`config.mk`:
```
export PLATFORM = sky130hd
export DESIGN_NAME = hilo_fwd_unit
export DESIGN_NICKNAME = d
export VERILOG_FILES = /design/src/rtl/hilo_fwd_unit_pkg.sv /design/src/rtl/hilo_fwd_mux.sv /design/src/rtl/hilo_fwd_unit.sv
export SDC_FILE = /design/constraint.sdc
export NUM_CORES = 1
export LEC_CHECK = 0
export BUFFER_PORTS_ARGS = -buffer_cell sky130_fd_sc_hd__buf_4
export CAP_MARGIN = 30
export CORE_ASPECT_RATIO = 0.6
export CORE_MARGIN = 8
export CORE_UTILIZATION = 52
export DETAILED_ROUTE_END_ITERATION = 12
export PLACE_DENSITY = 0.87
export SKIP_LAST_GASP = 1
export SYNTH_ARGS = -nofsm -noshare
export SYNTH_HDL_FRONTEND = slang
export SYNTH_SLANG_ARGS = --single-unit
```
`constraint.sdc`:
```
create_clock -name clk -period 3.1 [get_ports clk]
set_input_delay 0.62 -clock clk [delete_from_list [all_inputs] [get_ports clk]]
set_output_delay 0.62 -clock clk [all_outputs]
set_load 0.005 [all_outputs]
```
`src/rtl/hilo_fwd_unit_pkg.sv`:
```
// Shared encodings for the HI/LO forwarding unit: stall-bus levels and the
// output-register action selector.
package hilo_fwd_unit_pkg;

    localparam logic STOP    = 1'b1;
    localparam logic NO_STOP = 1'b0;

    typedef enum logic [1:0] {
        OUT_FLUSH  = 2'd0,
        OUT_BUBBLE = 2'd1,
        OUT_LOAD   = 2'd2,
        OUT_HOLD   = 2'd3
    } out_sel_e;

    // A stalled consumer whose successor keeps moving must emit a bubble.
    function automatic out_sel_e out_sel(input logic flush, input logic st_cur,
                                         input logic st_nxt);
        if (flush)
            return OUT_FLUSH;
        else if (st_cur == STOP && st_nxt == NO_STOP)
            return OUT_BUBBLE;
        else if (st_cur == NO_STOP)
            return OUT_LOAD;
        else
            return OUT_HOLD;
    endfunction

endpackage

```
`src/rtl/hilo_fwd_mux.sv`:
```
// Priority mux: youngest in-flight stage first, then the commit port, then the
// architectural register.
module hilo_fwd_mux #(
    parameter int DW     = 32,
    parameter int NSTAGE = 3
) (
    input  logic [NSTAGE-1:0]    fwd_we,
    input  logic [NSTAGE*DW-1:0] fwd_d,
    input  logic                 wb_we,
    input  logic [DW-1:0]        wb_d,
    input  logic [DW-1:0]        arch_d,
    output logic [DW-1:0]        res
);

    // Walk oldest to youngest so stage 0 overwrites last and wins.
    always_comb begin
        res = wb_we ? wb_d : arch_d;
        for (int k = NSTAGE - 1; k >= 0; k--) begin
            if (fwd_we[k])
                res = fwd_d[k*DW +: DW];
        end
    end

endmodule

```
`src/rtl/hilo_fwd_unit.sv`:
```
// HI/LO register unit: architectural pair, forwarding resolve, registered
// consumer output and a multi-cycle writer scoreboard with hazard stall.
module hilo_fwd_unit
    import hilo_fwd_unit_pkg::*;
#(
    parameter int DW        = 32,
    parameter int NSTAGE    = 3,
    parameter int STALL_W   = 6,
    parameter int STALL_IDX = 3,
    parameter int MAXPEND   = 2
) (
    input  logic                 clk,
    input  logic                 rst_n,
    input  logic [STALL_W-1:0]   stall,
    input  logic                 flush,
    input  logic [NSTAGE-1:0]    fwd_hi_we,
    input  logic [NSTAGE-1:0]    fwd_lo_we,
    input  logic [NSTAGE*DW-1:0] fwd_hi_i,
    input  logic [NSTAGE*DW-1:0] fwd_lo_i,
    input  logic                 wb_hi_we,
    input  logic                 wb_lo_we,
    input  logic [DW-1:0]        wb_hi_i,
    input  logic [DW-1:0]        wb_lo_i,
    input  logic                 md_start,
    input  logic                 md_done,
    input  logic                 rd_hilo,
    output logic                 stallreq,
    output logic [DW-1:0]        hi_o,
    output logic [DW-1:0]        lo_o,
    output logic                 err_o
);

    localparam int CW = $clog2(MAXPEND + 1);

    logic [DW-1:0] hi_r_q, hi_r_d, lo_r_q, lo_r_d;
    logic [DW-1:0] hi_o_q, hi_o_d, lo_o_q, lo_o_d;
    logic [CW-1:0] pend_q, pend_d;
    logic          err_q, err_d;
    logic [DW-1:0] hi_res, lo_res;
    out_sel_e      sel;

    logic unused_stall;
    assign unused_stall = ^stall;

    hilo_fwd_mux #(.DW(DW), .NSTAGE(NSTAGE)) u_hi_mux (
        .fwd_we (fwd_hi_we),
        .fwd_d  (fwd_hi_i),
        .wb_we  (wb_hi_we),
        .wb_d   (wb_hi_i),
        .arch_d (hi_r_q),
        .res    (hi_res)
    );

    hilo_fwd_mux #(.DW(DW), .NSTAGE(NSTAGE)) u_lo_mux (
        .fwd_we (fwd_lo_we),
        .fwd_d  (fwd_lo_i),
        .wb_we  (wb_lo_we),
        .wb_d   (wb_lo_i),
        .arch_d (lo_r_q),
        .res    (lo_res)
    );

    assign sel = out_sel(flush, stall[STALL_IDX], stall[STALL_IDX+1]);

    always_comb begin
        hi_r_d = wb_hi_we ? wb_hi_i : hi_r_q;
        lo_r_d = wb_lo_we ? wb_lo_i : lo_r_q;
        hi_o_d = hi_o_q;
        lo_o_d = lo_o_q;
        case (sel)
            OUT_FLUSH, OUT_BUBBLE: begin
                hi_o_d = '0;
                lo_o_d = '0;
            end
            OUT_LOAD: begin
                hi_o_d = hi_res;
                lo_o_d = lo_res;
            end
            default: ;
        endcase
    end

    // Over/underflow saturate and latch a sticky error; flush wins outright.
    always_comb begin
        pend_d = pend_q;
        err_d  = err_q;
        if (flush) begin
            pend_d = '0;
        end else if (md_start && !md_done) begin
            if (pend_q == CW'(MAXPEND))
                err_d = 1'b1;
            else
                pend_d = pend_q + 1'b1;
        end else if (md_done && !md_start) begin
            if (pend_q == '0)
                err_d = 1'b1;
            else
                pend_d = pend_q - 1'b1;
        end
    end

    always_ff @(posedge clk or negedge rst_n) begin
        if (!rst_n) begin
            hi_r_q <= '0;
            lo_r_q <= '0;
            hi_o_q <= '0;
            lo_o_q <= '0;
            pend_q <= '0;
            err_q  <= 1'b0;
        end else begin
            hi_r_q <= hi_r_d;
            lo_r_q <= lo_r_d;
            hi_o_q <= hi_o_d;
            lo_o_q <= lo_o_d;
            pend_q <= pend_d;
            err_q  <= err_d;
        end
    end

    // A completing writer is already on the forward ports, so it no longer blocks.
    assign stallreq = rd_hilo && (pend_q > CW'(md_done));
    assign hi_o     = hi_o_q;
    assign lo_o     = lo_o_q;
    assign err_o    = err_q;

endmodule

```
; ---- Yosys cells after proc, flatten, opt, wreduce, memory -nomap -nowiden
; Cells that the tools add are included.
; W data, S select, Z words.
[classes]
n_addsub = 2
multipliers = 0
div = 0
order_cmp = 1
eq_ne = 6
shift = 0
n_mux = 22
bitwise = 2
reduce_logical = 15
[ops]
columns = operator, count
row1 = $mux W32, 8
row2 = $pmux W32 S2, 2
row3 = $mux W2, 7
row4 = $ne A3 B3 Y1 const B, 2
row5 = $reduce_bool A2 Y1, 3
row6 = $mux W1, 5
row7 = $eq A2 B2 Y1 const B, 2
row8 = $logic_and A1 B1 Y1, 4
row9 = $logic_not A2 Y1, 2
row10 = $reduce_and A4 Y1, 1
row11 = $reduce_and A3 Y1, 1
row12 = $reduce_bool A3 Y1, 1
row13 = $add A2 B1 Y2 const B, 1
row14 = $eq A2 B1 Y1 const B, 1
row15 = $gt A2 B1 Y1, 1
row16 = $logic_not A1 Y1, 2
row17 = $ne A2 B1 Y1 const B, 1
row18 = $not A1 Y1, 2
row19 = $reduce_or A2 Y1, 1
row20 = $sub A2 B1 Y2 const B, 1
[word_totals]
reg_bits = 131
latch_bits = 0
mem_bits_rw = 0
romBits = 0
in_bits = 276
out_inout_bits = 66
word_cells = 54
n_memories = 0

; ---- Logic depth before layout (Yosys ltp)
; Gate-level depths: netlist of the first run.
[logic_depth]
depth_word = 7
depth_mapped = 5

; ---- Hierarchy
; Synthesis of the first run repeated with hierarchy kept, for this count alone.
[hier_totals]
hier_cells = 613
hier_area_um2 = 7478.4
[modules_own_cells]
columns = mod, instances, cells_each, area_per_inst_um2, seq_area_each_um2
row1 = hilo_fwd_unit, 1, 307, 4906.0, 3278.1
row2 = hilo_fwd_mux, 2, 153, 1286.2, 0.0

; ---- Least setup slack after synthesis of the first run
; No wires, ideal clock.
[synth_path]
kind = input port to output port
startpoint = input port md_done
endpoint = output port stallreq
arrival_ns = 1.083
required_ns = 2.480
setup_slack_ns = 1.397
stages = 3
n_path_buf = 0
path_cell_list = ha_1 nor2_1 o21a_1
[synth_between]
elab_chain_cells = 2
[synth_lines]
columns = element, line_no
row1 = from (decl), hilo_fwd_unit.sv:25  ; input logic md_done,
row2 = $gt A2 B1 Y1, hilo_fwd_unit.sv:121  ; assign stallreq = rd_hilo && (pend_q > CW'(md_done));
row3 = $logic_and A1 B1 Y1, hilo_fwd_unit.sv:121
row4 = to (decl), hilo_fwd_unit.sv:27  ; output logic stallreq,
; No other way between the ends.

; ---- Final worst setup path of the first run
[layout_path]
startpoint = register pend_q[0]
endpoint = output port stallreq
[layout_between]
elab_chain_cells = 2
[layout_lines]
columns = element, line_no
row1 = from (decl), hilo_fwd_unit.sv:37  ; logic [CW-1:0] pend_q, pend_d;
row2 = from (signal assigned), hilo_fwd_unit.sv:115  ; pend_q <= pend_d;
row3 = $gt A2 B1 Y1, hilo_fwd_unit.sv:121
row4 = $logic_and A1 B1 Y1, hilo_fwd_unit.sv:121
; No other way between the ends.

==> metrics, run 1 <==
Mapped Nets approximately 1000; Nets roughly 1300; GRT Overall Usage 25.35%; total number of vias between 7000 and 8000; EDFF count, synth 0; Final TNS setup 0 ns; Synth Area in Compound Gates between 10% and 20%; run status finished, final reports clean; CP Launch Type register; share of flip-flops with an asynchronous set or reset 100.0%; top post-synthesis cells by area dfrtp_1 (43%), nand2b_1 (8.3%), mux2_2 (7.7%); fin crit period approximately 2.1 ns; CTS tree done; chip width ~170 microns; Worst-Margin Slew about 0.68 ns; total setup buffers inserted after CTS 0; leading area contributor after synthesis dfrtp_1; Final Hold Vio Count 0; cell count after placement 1208; kind of critical path reg -> out; Post-Syn Area ~7600 sq um; CTS Sinks ~130; clk_skew between 0.009 and 0.01 ns; Pleak 5.054 nW; io pins between 300 and 400; crit end category primary output; root buf cell clkbuf_16; total CTS buffers 17; clk_lat worst skew ~0.40 ns; fmax between 0.4 and 0.5 GHz; setup violators final 0; Post-synth top flop dfrtp_1; grt ovf 0; initial antenna violation count 0; vias per cell between 5 and 6; htree depth 4; simple-gate share of the synthesized area between 20% and 30%; most common cell in the synthesized netlist dfrtp_1; crit path max fanout 5; number of global-route vias before repair 7209; critical path arrival between 1.5 and 2 ns; flop-to-flop setup slack around 1.9 ns; WL per Instance about 20 microns; Iter 0 DRT Violations around 600; pwr dens between 400 and 500 nW/um^2; Post-CTS Resized 0; min-delay worst type in -> async; Buffers on Ports ~340; Yosys top cell area share about 43%; sequential area share after synthesis 42.99%; hpwl dp between 15 and 20 mm; core region area 14420 sq um; Layout area overhead 40.28%; Max VDD drop 0.3914 mV; ANT cells 0; RSZ-0062 raised after global routing no; die area roughly 19000 sq um; first-pass GRT wire length 37.52 mm; largest family of logic cells by synthesized area simple AND/OR/NAND/NOR gates; synth cell count leaders dfrtp_1 (131), nand2b_1 (101), nor2_1 (70); Max Slew Vio Count 0; Mapped Cells 740; FF+latch count, synth approximately 130; post-synthesis mux area share 9.844%; Post-CTS Hold Buffers 0; non-filler instance count after layout approximately 1200; warnings from Yosys 0; routability congestion estimate between 0.8 and 0.9; Crit path required time 2.48 ns; Hold WS 0.1856 ns; Cell Rows 34; Chip Height about 110 microns; max-cap violations 0; final wirelength between 20 and 30 mm; share of layout cells above drive strength 1 slightly above 40%; xor/xnor cell area share of the yosys netlist 0%; Reg clk slew, reported paths around 0.06 ns; Tcrit/Tclk final about 70%; Syn Area/Cell 10.31 sq um; pin count of the biggest net entering global routing roughly 130; headroom to the max-slew limit between 50% and 60%; Initial Util a little over half; Yosys cell types 30; adder-cell area share of the yosys netlist less than 1%; post-route antenna net violation count 0; TritonRoute pass-1 iters 5; DRC errors left 0; clock tree buffer depth 2
[layer usage]
layer  part of all wire, %  GRT usage, %  wire, microns  up-vias
met3                   9.5         7.494           2391       38
met2                    47         41.08          11870      335
li1                      -             -              -     3293
met4                   2.6         8.083            646        0
met5                     0             0              0        -
met1                    40         32.40          10140     3379
[critical path, stage by stage (launching register included)]
cell	delay (ns)
dfrtp_1	0.43
inv_1	0.08
ha_1	0.27
nor2_1	0.04
o21a_1	0.16
buf_4	0.13
[power by group]
part | leakage [nW] | internal, mW | total (mW) | switching, mW
Clock | 0.305 | 1.43 | 2.18 | 0.745
Sequential | 1.63 | 1.86 | 1.92 | 0.0627
Combinational | 3.12 | 0.537 | 0.948 | 0.411
[metrics by stage]
| stage | cell area (sq um) | total power [mW] | utilization (%) | setup WS (ns) |
|---|---|---|---|---|
| after global routing | 10700 | 5.264 | 74.18 | 0.9087 |
| final | 10700 | 5.049 | 74.18 | 0.9707 |
| after detailed placement | 10060 | 2.900 | 69.73 | 1.143 |
| after floorplan | 7626 | 2.411 | - | 1.397 |
| after global placement | 10060 | 2.872 | 69.73 | 1.154 |
| after CTS | 10700 | 5.098 | 74.18 | 0.9631 |
[cell usage in the layout, fill, tap and decap left out, types with 2 or more instances in the layout]
cell	n
buf_12	3
nor2_1	69
clkbuf_1	3
nand4b_1	64
a21oi_1	2
a32oi_1	64
or2b_1	27
o21ai_1	64
a21o_1	64
inv_1	3
nand2b_1	101
mux2_2	52
mux2_1	4
mux2_4	8
clkbuf_16	17
bufinv_16	5
ha_1	4
clkinv_4	3
clkinvlp_4	2
dfrtp_1	131
buf_4	337
[path summary, 6_finish.rpt]
check,cells past startpoint,start,endpoint
worst min register to register,1,lo_r_q[19],lo_r_q[19]
worst max register to register,3,pend_q[1],err_o
worst min-delay path,1,rst_n,hi_r_q[20]
max in group asynchronous,2,rst_n,hi_o[0]
worst max-delay path,5,pend_q[0],stallreq
min in group clk,2,flush,pend_q[1]
[area by class of cell]
type                    instances  area, sq um
clock inverters                12        205.2
inverters                       3        11.26
clock buffers                  20        436.7
multi-input cells             535         3918
flip-flops and latches        131         3278
well taps                     198        247.7
fillers                      1079         3724
repair buffers                341         2601
[cell families (layout without fill, tap and decap cells)]
family / Yosys count / count (layout)
adder cells (fa/ha/maj): 4 / 4
multiplexers: 64 / 64
AND/OR/NAND/NOR: 270 / 270
AO/OA/AOI/OAI: 197 / 197
buffers and inverters: 74 / 376
flip-flops: 131 / 131
[flip-flops by register name, summed over array words and instances (netlist names)]
| signal | cells |
|---|---|
| hi_r_q | 32 |
| lo_r_q | 32 |
| lo_o | 32 |
| pend_q | 2 |
| hi_o | 32 |
| err_o | 1 |
Power figures use the tool's default switching activity.
==> inputs of run 2 (changes only) <==
--- a/config.mk
+++ b/config.mk
@@ -9,9 +9,9 @@
 export CAP_MARGIN = 30
 export CORE_ASPECT_RATIO = 0.6
 export CORE_MARGIN = 8
-export CORE_UTILIZATION = 52
+export CORE_UTILIZATION = 43
 export DETAILED_ROUTE_END_ITERATION = 12
-export PLACE_DENSITY = 0.87
+export PLACE_DENSITY = 0.77
 export SKIP_LAST_GASP = 1
 export SYNTH_ARGS = -nofsm -noshare
 export SYNTH_HDL_FRONTEND = slang
==> constraint.sdc (replaced) <==
create_clock -name clk -period 1.8 [get_ports clk]
set_input_delay 0.36 -clock clk [delete_from_list [all_inputs] [get_ports clk]]
set_output_delay 0.36 -clock clk [all_outputs]
set_load 0.005 [all_outputs]
==> run 2 against run 1 <==
Clock skew is 0.00072 ns higher. Global-route usage is 2.6 points lower. Total power is 78% higher. Register-to-register slack worse by 1.1 ns. Hold slack better by 0.00058 ns. Sequential share of layout area is 1.0 points lower. Clock power is 81% higher. Clock-buffer cell count is 1 lower. Sequential cell count stayed put. Utilization is 10 points lower. Critical path type unchanged. Largest cell class unchanged. Largest power group unchanged. Highest routed layer unchanged.
==> metrics, run 2 (synthesis gave the netlist of run 1 again) <==
total number of vias 7004 (was 7045); Layout area overhead 45.22% (was 40.28%); cell count after placement 1268 (was 1208); reg2reg start pend_q[0] (was pend_q[1]); chip width 187.9 microns (was 172.3 microns); Chip Height 119.2 microns (was 109.8 microns); htree depth 4 (unchanged); flop-to-flop setup slack 0.80 ns (was 1.91 ns); pwr dens 810.1 nW/um^2 (was 471.9 nW/um^2); Hold WS 0.1862 ns (was 0.1856 ns); Iter 0 DRT Violations 434 (was 601); critical path arrival 1.38 ns (was 1.51 ns); io pins 342 (unchanged); most frequent cells in the layout buf_4 (354), dfrtp_1 (131), nand2b_1 (101), nor2_1 (69) (was buf_4 (337), dfrtp_1 (131), nand2b_1 (101), nor2_1 (69)); total CTS buffers 17 (unchanged); Buffers on Ports 337 (unchanged); non-filler instance count after layout 1301 (was 1240); Max Slew Vio Count 0 (unchanged); Crit path required time 1.44 ns (was 2.48 ns); final worst setup slack 0.06410 ns (was 0.9707 ns); TritonRoute pass-1 iters 5 (unchanged); grt ovf 0 (unchanged); fin crit period 1.736 ns; clk_skew 0.009911 ns (was 0.009190 ns); pin count of the biggest net entering global routing 65 (was 129); clk_lat worst skew 0.40 ns (about the same); clock tree buffer depth 2 (unchanged); initial antenna violation count 0 (unchanged); CTS Sinks 131 (unchanged); ANT cells 0 (unchanged); worst reg2reg endpoint pend_q[1] (was err_o); CTS tree done (unchanged); dpl ws 0.2310 ns (was 1.143 ns); headroom to the max-slew limit 57.53% (was 54.90%); fmax ~0.58 GHz; min-delay worst type in -> reg (was in -> async); root buf cell clkbuf_16 (unchanged); RSZ-0062 raised after global routing yes (was no); WL per Instance 20.05 microns (was 20.20 microns); share of layout cells above drive strength 1 43.11% (was 41.55%); DRC errors left 0 (unchanged); Pleak 5.224 nW (was 5.054 nW); kind of critical path reg -> out (unchanged); Hold EP pend_q[1]; routability congestion estimate 0.8370 (was 0.8155); run status finished, final reports clean (unchanged); reg2reg path depth 3 (unchanged); hold path cells 2; max-cap violations 0 (unchanged); vias per cell 5.384 (was 5.681); CP Launch Type register (unchanged); crit end category primary output (unchanged); Cell Rows 37 (was 34); crit path max fanout 2 (was 5); post-route antenna net violation count 0 (unchanged); Nets 1335 (was 1309); GRT Overall Usage 22.74% (was 25.35%); first-pass GRT wire length 41.38 mm (was 37.52 mm); final wirelength 26.08 mm (was 25.05 mm); Tcrit/Tclk final between 90% and 100%; commonest non-fill, non-tap cell in the layout buf_4 (unchanged); Worst-Margin Slew 0.6371 ns (was 0.6764 ns); Max VDD drop 0.5077 mV (was 0.3914 mV); Reg clk slew, reported paths 0.05 ns (was 0.06 ns); PnR Total Power 8.971 mW (was 5.049 mW); Final Hold Vio Count 0 (unchanged); number of global-route vias before repair 7229 (was 7209); Initial Util 44.16% (was 52.88%); die area 22390 sq um (was 18920 sq um); setup violators final 0 (unchanged); core region area 17270 sq um (was 14420 sq um); hpwl dp 19.08 mm (was 17.85 mm); hold path startpoint flush
run 2: critical path: stages, from the launching register on:
cell and delay, ns:
dfrtp_1 0.36, inv_2 0.06, ha_4 0.24, nor2_1 0.03, o21a_1 0.16, buf_4 0.13
run 2: repair_timing:
item,in CTS,in global routing
endpoints found under the setup margin,1,1
buffers inserted,1,0
resized for setup,0,2
pin swaps,0,1
endpoints found under the hold margin,33,0
hold buffers,1,0
run 2: cell type report:
cell class | count | area (sq um)
repair buffers | 367 | 2899
clock inverters | 12 | 230.2
fillers | 1472 | 6193
flip-flops and latches | 131 | 3278
inverters | 3 | 11.26
multi-input cells | 535 | 3930
well taps | 234 | 292.8
clock buffers | 19 | 432.9
run 2: routing by layer:
metal	wire (microns)	track usage, %
met3	2282	7.051
met5	0	0
met2	11690	35.17
met1	11840	30.76
met4	265	5.441
run 2: through the flow:
step	setup TNS, ns	instance area (sq um)	util [%]
after floorplan	0	7626	-
after global placement	0	10380	60.12
after detailed placement	0	10380	60.12
after CTS	0	11060	64.06
after global routing	-0.007733	11070	64.13
final	0	11070	64.13
run 2: how the worst max path moves through the flow:
stage                       startpoint   endpoint  cells past startpoint
final                        pend_q[0]   stallreq                      5
after global placement    fwd_hi_we[0]    hi_o[2]                      5
after CTS                    pend_q[0]   stallreq                      5
after global routing         pend_q[0]   stallreq                      5
after floorplan                md_done  pend_q[1]                      5
after detailed placement  fwd_hi_we[0]    hi_o[1]                      5
run 2: power breakdown:
part / internal, mW / switching, mW / leakage, nW / total, mW
Combinational: 0.985 / 0.735 / 3.28 / 1.72
Clock: 2.60 / 1.34 / 0.314 / 3.94
Sequential: 3.20 / 0.105 / 1.63 / 3.31
